<file path="src/rtl/riscv_muldiv_unit.sv">
// Iterative RV32M multiply/divide unit: shift-add multiply and restoring divide on
// operand magnitudes, retiring BITS_PER_CYCLE bits per cycle, with a final sign-fix cycle.
module riscv_muldiv_unit #(
  parameter int XLEN           = 32,
  parameter int BITS_PER_CYCLE = 1,
  parameter int REG_ADDR_WIDTH = 5
) (
  input  logic                      clk,
  input  logic                      reset_n,
  input  logic                      flush,
  input  logic                      start,
  input  logic [2:0]                funct3,
  input  logic [XLEN-1:0]           rs1_data,
  input  logic [XLEN-1:0]           rs2_data,
  input  logic [REG_ADDR_WIDTH-1:0] rd_addr_in,
  output logic                      busy,
  output logic                      stall_out,
  output logic                      done,
  output logic [XLEN-1:0]           result,
  output logic [REG_ADDR_WIDTH-1:0] rd_addr_out
);

  localparam int N     = XLEN / BITS_PER_CYCLE;
  localparam int CNT_W = (N > 1) ? $clog2(N) : 1;

  if (!((BITS_PER_CYCLE == 1) || (BITS_PER_CYCLE == 2) || (BITS_PER_CYCLE == 4) ||
        (BITS_PER_CYCLE == 8)) || ((XLEN % BITS_PER_CYCLE) != 0)) begin : g_bad_radix
    $error("riscv_muldiv_unit: BITS_PER_CYCLE must be 1, 2, 4 or 8 and divide XLEN");
  end

  typedef enum logic [1:0] {S_IDLE, S_RUN, S_FIX, S_DONE} state_t;

  function automatic logic [XLEN-1:0] cond_neg(input logic [XLEN-1:0] x, input logic neg);
    return neg ? (~x + 1'b1) : x;
  endfunction

  function automatic logic [2*XLEN-1:0] cond_neg_wide(input logic [2*XLEN-1:0] x,
                                                      input logic neg);
    return neg ? (~x + 1'b1) : x;
  endfunction

  state_t                    state, state_nxt;
  logic                      accept;
  logic [CNT_W-1:0]          count;
  logic [2:0]                op_q;
  logic [XLEN-1:0]           opnd_q, acc_hi, acc_lo;
  logic                      neg_q, neg_r;
  logic [REG_ADDR_WIDTH-1:0] rd_q;

  // Operand decode at start: signedness, magnitudes and the divide fast path
  logic signed [XLEN-1:0] rs1_s, rs2_s;
  logic                   signed_a, signed_b, a_neg, b_neg;
  logic [XLEN-1:0]        a_mag, b_mag, fast_res;
  logic                   div0, ovf, fast;

  always_comb begin
    rs1_s    = rs1_data;
    rs2_s    = rs2_data;
    signed_a = (funct3 != 3'b011) && (funct3 != 3'b101) && (funct3 != 3'b111);
    signed_b = (funct3 == 3'b000) || (funct3 == 3'b001) || (funct3 == 3'b100) ||
               (funct3 == 3'b110);
    a_neg    = signed_a && (rs1_s < 0);
    b_neg    = signed_b && (rs2_s < 0);
    a_mag    = cond_neg(rs1_data, a_neg);
    b_mag    = cond_neg(rs2_data, b_neg);
    div0     = funct3[2] && (rs2_data == '0);
    ovf      = funct3[2] && !funct3[0] && (rs1_data == {1'b1, {(XLEN-1){1'b0}}}) &&
               (rs2_data == '1);
    fast     = div0 || ovf;
    if (div0) fast_res = funct3[1] ? rs1_data : '1;
    else      fast_res = funct3[1] ? '0 : rs1_data;
  end

  // Iteration datapath: multiply accumulates into {acc_hi, acc_lo} while shifting the
  // multiplier out of acc_lo; divide shifts dividend bits from acc_lo into acc_hi.
  logic [XLEN-1:0] hi_c, lo_c;
  logic [XLEN:0]   rem_sh, diff, sum;

  always_comb begin
    hi_c   = acc_hi;
    lo_c   = acc_lo;
    rem_sh = '0;
    diff   = '0;
    sum    = '0;
    for (int i = 0; i < BITS_PER_CYCLE; i++) begin
      if (op_q[2]) begin
        rem_sh = {hi_c, lo_c[XLEN-1]};
        diff   = rem_sh - {1'b0, opnd_q};
        lo_c   = {lo_c[XLEN-2:0], ~diff[XLEN]};
        hi_c   = diff[XLEN] ? rem_sh[XLEN-1:0] : diff[XLEN-1:0];
      end else begin
        sum  = {1'b0, hi_c} + (lo_c[0] ? {1'b0, opnd_q} : {(XLEN+1){1'b0}});
        lo_c = {sum[0], lo_c[XLEN-1:1]};
        hi_c = sum[XLEN:1];
      end
    end
  end

  // Sign correction and output word select
  logic [2*XLEN-1:0] prod_s;
  logic [XLEN-1:0]   fix_res;

  always_comb begin
    prod_s = cond_neg_wide({acc_hi, acc_lo}, neg_q);
    unique case (op_q)
      3'b000:                 fix_res = prod_s[XLEN-1:0];
      3'b001, 3'b010, 3'b011: fix_res = prod_s[2*XLEN-1:XLEN];
      3'b100, 3'b101:         fix_res = cond_neg(acc_lo, neg_q);
      default:                fix_res = cond_neg(acc_hi, neg_r);
    endcase
  end

  always_comb begin
    state_nxt = state;
    accept    = 1'b0;
    busy      = 1'b0;
    done      = 1'b0;
    unique case (state)
      S_IDLE, S_DONE: begin
        done = (state == S_DONE);
        if (start && !flush) begin
          accept    = 1'b1;
          state_nxt = fast ? S_DONE : S_RUN;
        end else begin
          state_nxt = S_IDLE;
        end
      end
      S_RUN: begin
        busy = 1'b1;
        if (count == '0) state_nxt = S_FIX;
      end
      default: begin
        busy      = 1'b1;
        state_nxt = S_DONE;
      end
    endcase
    if (flush) state_nxt = S_IDLE;
    stall_out = start || busy;
  end

  always_ff @(posedge clk) begin
    if (!reset_n) begin
      state       <= S_IDLE;
      count       <= '0;
      result      <= '0;
      rd_addr_out <= '0;
    end else begin
      state <= state_nxt;
      if (accept)                         count <= CNT_W'(N - 1);
      else if (state == S_RUN && count != '0) count <= count - 1'b1;
      if (accept && fast) begin
        result      <= fast_res;
        rd_addr_out <= rd_addr_in;
      end else if (state == S_FIX && !flush) begin
        result      <= fix_res;
        rd_addr_out <= rd_q;
      end
    end
  end

  // Operand/accumulator registers carry no reset; they are only read under valid state
  always_ff @(posedge clk) begin
    if (accept) begin
      op_q   <= funct3;
      rd_q   <= rd_addr_in;
      opnd_q <= funct3[2] ? b_mag : a_mag;
      acc_hi <= '0;
      acc_lo <= funct3[2] ? a_mag : b_mag;
      neg_q  <= a_neg ^ b_neg;
      neg_r  <= a_neg;
    end else if (state == S_RUN) begin
      acc_hi <= hi_c;
      acc_lo <= lo_c;
    end
  end

endmodule

</file>
<file path="config.mk">
export PLATFORM = sky130hd
export DESIGN_NAME = riscv_muldiv_unit
export DESIGN_NICKNAME = d
export VERILOG_FILES = /design/src/rtl/riscv_muldiv_unit.sv
export SDC_FILE = /design/constraint.sdc
export NUM_CORES = 1
export LEC_CHECK = 0
export CAP_MARGIN = 15
export CORE_AREA = 2 2 177 179
export CTS_CLUSTER_DIAMETER = 200
export DETAILED_ROUTE_END_ITERATION = 6
export DIE_AREA = 0 0 179 181
export PLACE_DENSITY = 0.77
export SYNTH_ARGS = -nofsm -noshare
export SYNTH_HDL_FRONTEND = slang
export SYNTH_SLANG_ARGS = --single-unit
</file>
<file path="constraint.sdc">
create_clock -name clk -period 4.3 [get_ports clk]
set_clock_uncertainty 0.2 [all_clocks]
set_input_delay 0.86 -clock clk [delete_from_list [all_inputs] [get_ports clk]]
set_output_delay 0.86 -clock clk [all_outputs]
set_load 0.02 [all_outputs]
</file>
==> impl_metrics.tcl, run 1 <==
set metrics [dict create \
    dieWidth_um 179 \
    cts.sinks 150 \
    via_count 15900 \
    tightestPinTransition_ns 0.943 \
    cts_tree "built" \
    ctsHoldBuffers 0 \
    grt_pass1_wl_um 87700 \
    grt_max_degree 49 \
    wirelength_um 57100 \
    clkTransAtPathRegs_ns 0.07 \
    synthTopCellsByArea "edfxtp_1 15%, dfxtp_1 10%, xnor2_1 7.0%, mux2i_1 6.4%, a21oi_1 6.2%" \
    slew_violations 0 \
    numCtsBuffers 17 \
    worstPathMaxFanout 12 \
    setup_slack_ns 0.291 \
    syn_inst 1923 \
    areaGrowthSynthToFinish_pct 17.1 \
    insertion_delay_ns 0.45 \
    worst_ep_arrival_time_ns 4.12 \
    fin_nets 2191 \
    power_density_nw_per_um2 331 \
    post-place-cells 2416 \
    die_area_sq_um 32400 \
    setup_viol 0 \
    slowest_stage "edfxtp_1" \
    root_buffer "clkbuf_16" \
    ant_nets 0 \
    hold_class "reg2reg" \
    antenna_found_initial 3 \
    grt_usage_pct 35.3 \
    synth_top_area_share_pct 14.8 \
    min_path_cells 2 \
    fmax_mhz 249 \
    vias_per_cell 6.51 \
    worst-r2r-cell-count 13 \
    fill_cells 2749 \
    avgSynthCellArea_sq_um 7.80 \
    ff2ff_setup_slack_ns 0.29 \
    preCtsSetupSlack_ns 0.162 \
    hold_violations 0 \
    path_cells "inv_1 -> nor2_1 -> ha_1 -> a211oi_1 -> o21a_1 -> a211oi_1 -> a32oi_1 -> o211ai_1 -> a311oi_1 -> xor2_1 -> nor2_1 -> a21oi_1 -> a21oi_1" \
    max_stage_delay_ns 0.45 \
    rsz0062_at_grt "false" \
    cts_max_level 4 \
    slew_headroom_pct 37.2 \
    leakagePower_nw 6.98 \
    yosysSeqAreaShare_pct 25.0 \
    syn-num-nets 2075 \
    r2r-start "acc_lo[0]" \
    cts_buffer_depth 2 \
    criticalPathCategory "reg2reg" \
    fin_cells 2448 \
    first_iter_violations 2055 \
    cp-end-kind "flop" \
    rows 64 \
    fin_tns_setup_ns 0 \
    hold-path-endpoint "result[30]" \
    firstDrtPassIters 6 \
    fin_crit_sh_pct 93.2 \
    vdd_ir_drop_max_mv 0.222 \
    num_io_pins 116 \
    syn-cell-area_sq_um 15000 \
    hpwl_um 44600 \
    io_buffer_count 115 \
    drive_gt1_share_pct 9.31 \
    period_minus_slack_ns 4.01 \
    ys_types 89 \
    grt_pass1_vias 15100 \
    status "finished clean" \
    ys.flop_type "dfxtp_1" \
    cp-start-kind "flop" \
    drc 0 \
    hold_ws_ns 0.310 \
    antenna_cells 0 \
    required_ns 4.41 \
    yosys_warnings 0 \
    synth-seq-cells 150 \
    gr-total-overflow 0 \
    synth_edf_count 74 \
    start_util_pct 49.4 \
    synth_top_area_cell "edfxtp_1" \
    routedWlPerCell_um 23.3 \
    cap_viol_max_count 0 \
    min-delay-start "result[30]" \
    gp_congestion 1.03 \
    r2r_end "acc_hi[28]" \
    die_y_um 181 \
    coreArea_sq_um 30300 \
    report.power.total_w 0.00582 \
    async_reset_ff_share_pct 0 \
]
==> kinds of logic after synthesis <==
family                   after synthesis  share of synthesized area [%]
AO/OA/AOI/OAI                        616                           26.2
AND/OR/NAND/NOR                      572                           18.6
buffers and inverters                213                           5.47
XOR/XNOR                             181                           10.6
flip-flops                           150                           25.0
multiplexers                         107                           7.23
adder cells (fa/ha/maj)               84                           6.98
==> per-layer routing <==
layer	track usage (%)	vias up	wire length [um]
li1	-	7360	-
met1	46.6	7484	23400
met2	54.2	894	25200
met3	6.69	185	5090
met4	19.3	4	3460
met5	0	-	27
==> synth_stat cells, types with 11 or more instances <==
master,number
o31ai_1,25
nand2b_1,21
o2111ai_1,19
edfxtp_1,74
o22ai_1,11
ha_1,74
mux2_2,11
mux2i_1,96
xor2_1,62
xnor2_1,119
inv_1,82
dfxtp_1,76
nand3_1,47
a21o_1,30
clkbuf_1,110
nand2_1,139
nor4_1,21
o221ai_1,14
o211ai_1,19
nor2b_1,11
nor3_1,48
or3_1,20
a21oi_1,187
nand4_1,23
o21ai_0,146
a2111oi_0,17
o21a_1,13
and3_1,15
or4_1,14
a31oi_1,19
nor2_1,171
o41ai_1,13
a211oi_1,31
==> metrics by stage <==
stage / util [%] / cell area [sq um]
final: 57.8 / 17600
after global routing: 57.8 / 17600
after CTS: 57.8 / 17600
after detailed placement: 56.0 / 17000
after global placement: 56.0 / 17000
after floorplan: - / 15000
==> sequential cells by signal (all words and copies together), names as in the netlist <==
register     cells
acc_hi          32
acc_lo          32
count            5
neg_q            1
neg_r            1
op_q             3
opnd_q          32
rd_addr_out      5
rd_q             5
result          32
state            2
==> what timing repair did <==
action | 4_1_cts | 5_1_grt
gates resized for setup | 0 | 1
buffers inserted | 0 | 0
setup endpoints to repair | 0 | 10
hold endpoints to repair | 0 | 0
==> critical path, delay by kind of cell, from the launching register on <==
kind	cells	cell delay [ns]
AND/OR/NAND/NOR	2	0.22
adder cells (fa/ha/maj)	1	0.32
flip-flops	1	0.45
buffers and inverters	1	0.39
XOR/XNOR	1	0.20
AO/OA/AOI/OAI	8	2.09
==> power breakdown <==
group	total [W]	leakage [nW]	switching (W)	internal [W]
Sequential	0.00177	1.31	0.000137	0.00163
Clock	0.00147	0.281	0.000683	0.000791
Combinational	0.00257	5.38	0.00154	0.00103
==> area by class of cell <==
| cell class | count | area, sq um | share of cell area (%) |
|---|---|---|---|
| clock buffer | 19 | 454 | 2.59 |
| clock inverter | 13 | 113 | 0.641 |
| inverter | 85 | 319 | 1.82 |
| multi-input combinational | 1560 | 10400 | 59.5 |
| sequential | 150 | 3740 | 21.3 |
| tap | 396 | 495 | 2.82 |
| timing repair buffer | 225 | 1990 | 11.3 |
==> worst max-delay path by stage <==
stage,start,end,slack [ns]
after detailed placement,rs1_data[3],result[25],0.16
after CTS,acc_lo[31],acc_hi[20],0.27
final,acc_lo[0],acc_hi[28],0.29
after global routing,acc_lo[0],acc_hi[28],0.04
after global placement,rs1_data[3],acc_lo[29],0.17
after floorplan,rs1_data[2],result[11],0.68
==> cells in the final DEF (no fill, tap or decap), types with 13 or more instances in the layout <==
cell	n
nand4_1	23
clkbuf_16	18
mux2i_1	96
a21o_1	30
nand2_1	139
nor2_1	171
o221ai_1	14
o211ai_1	19
xor2_1	62
a21oi_1	187
a211oi_1	31
and3_1	15
or4_1	14
edfxtp_1	74
clkdlybuf4s50_1	114
or3_1	20
inv_1	82
o21a_1	13
nor3_1	48
xnor2_1	119
a2111oi_0	17
ha_1	74
o21ai_0	146
buf_4	108
nand2b_1	21
dfxtp_1	76
nand3_1	47
o31ai_1	25
a31oi_1	19
o2111ai_1	19
o41ai_1	13
nor4_1	21
(Power assumes the default switching activity.)
==> run 2, diff against run 1 <==
Settings changed: TNS_END_PERCENT set to 100.
==> results of run 2 <==
Final layout, timing and power as in run 1 (identical DEF).
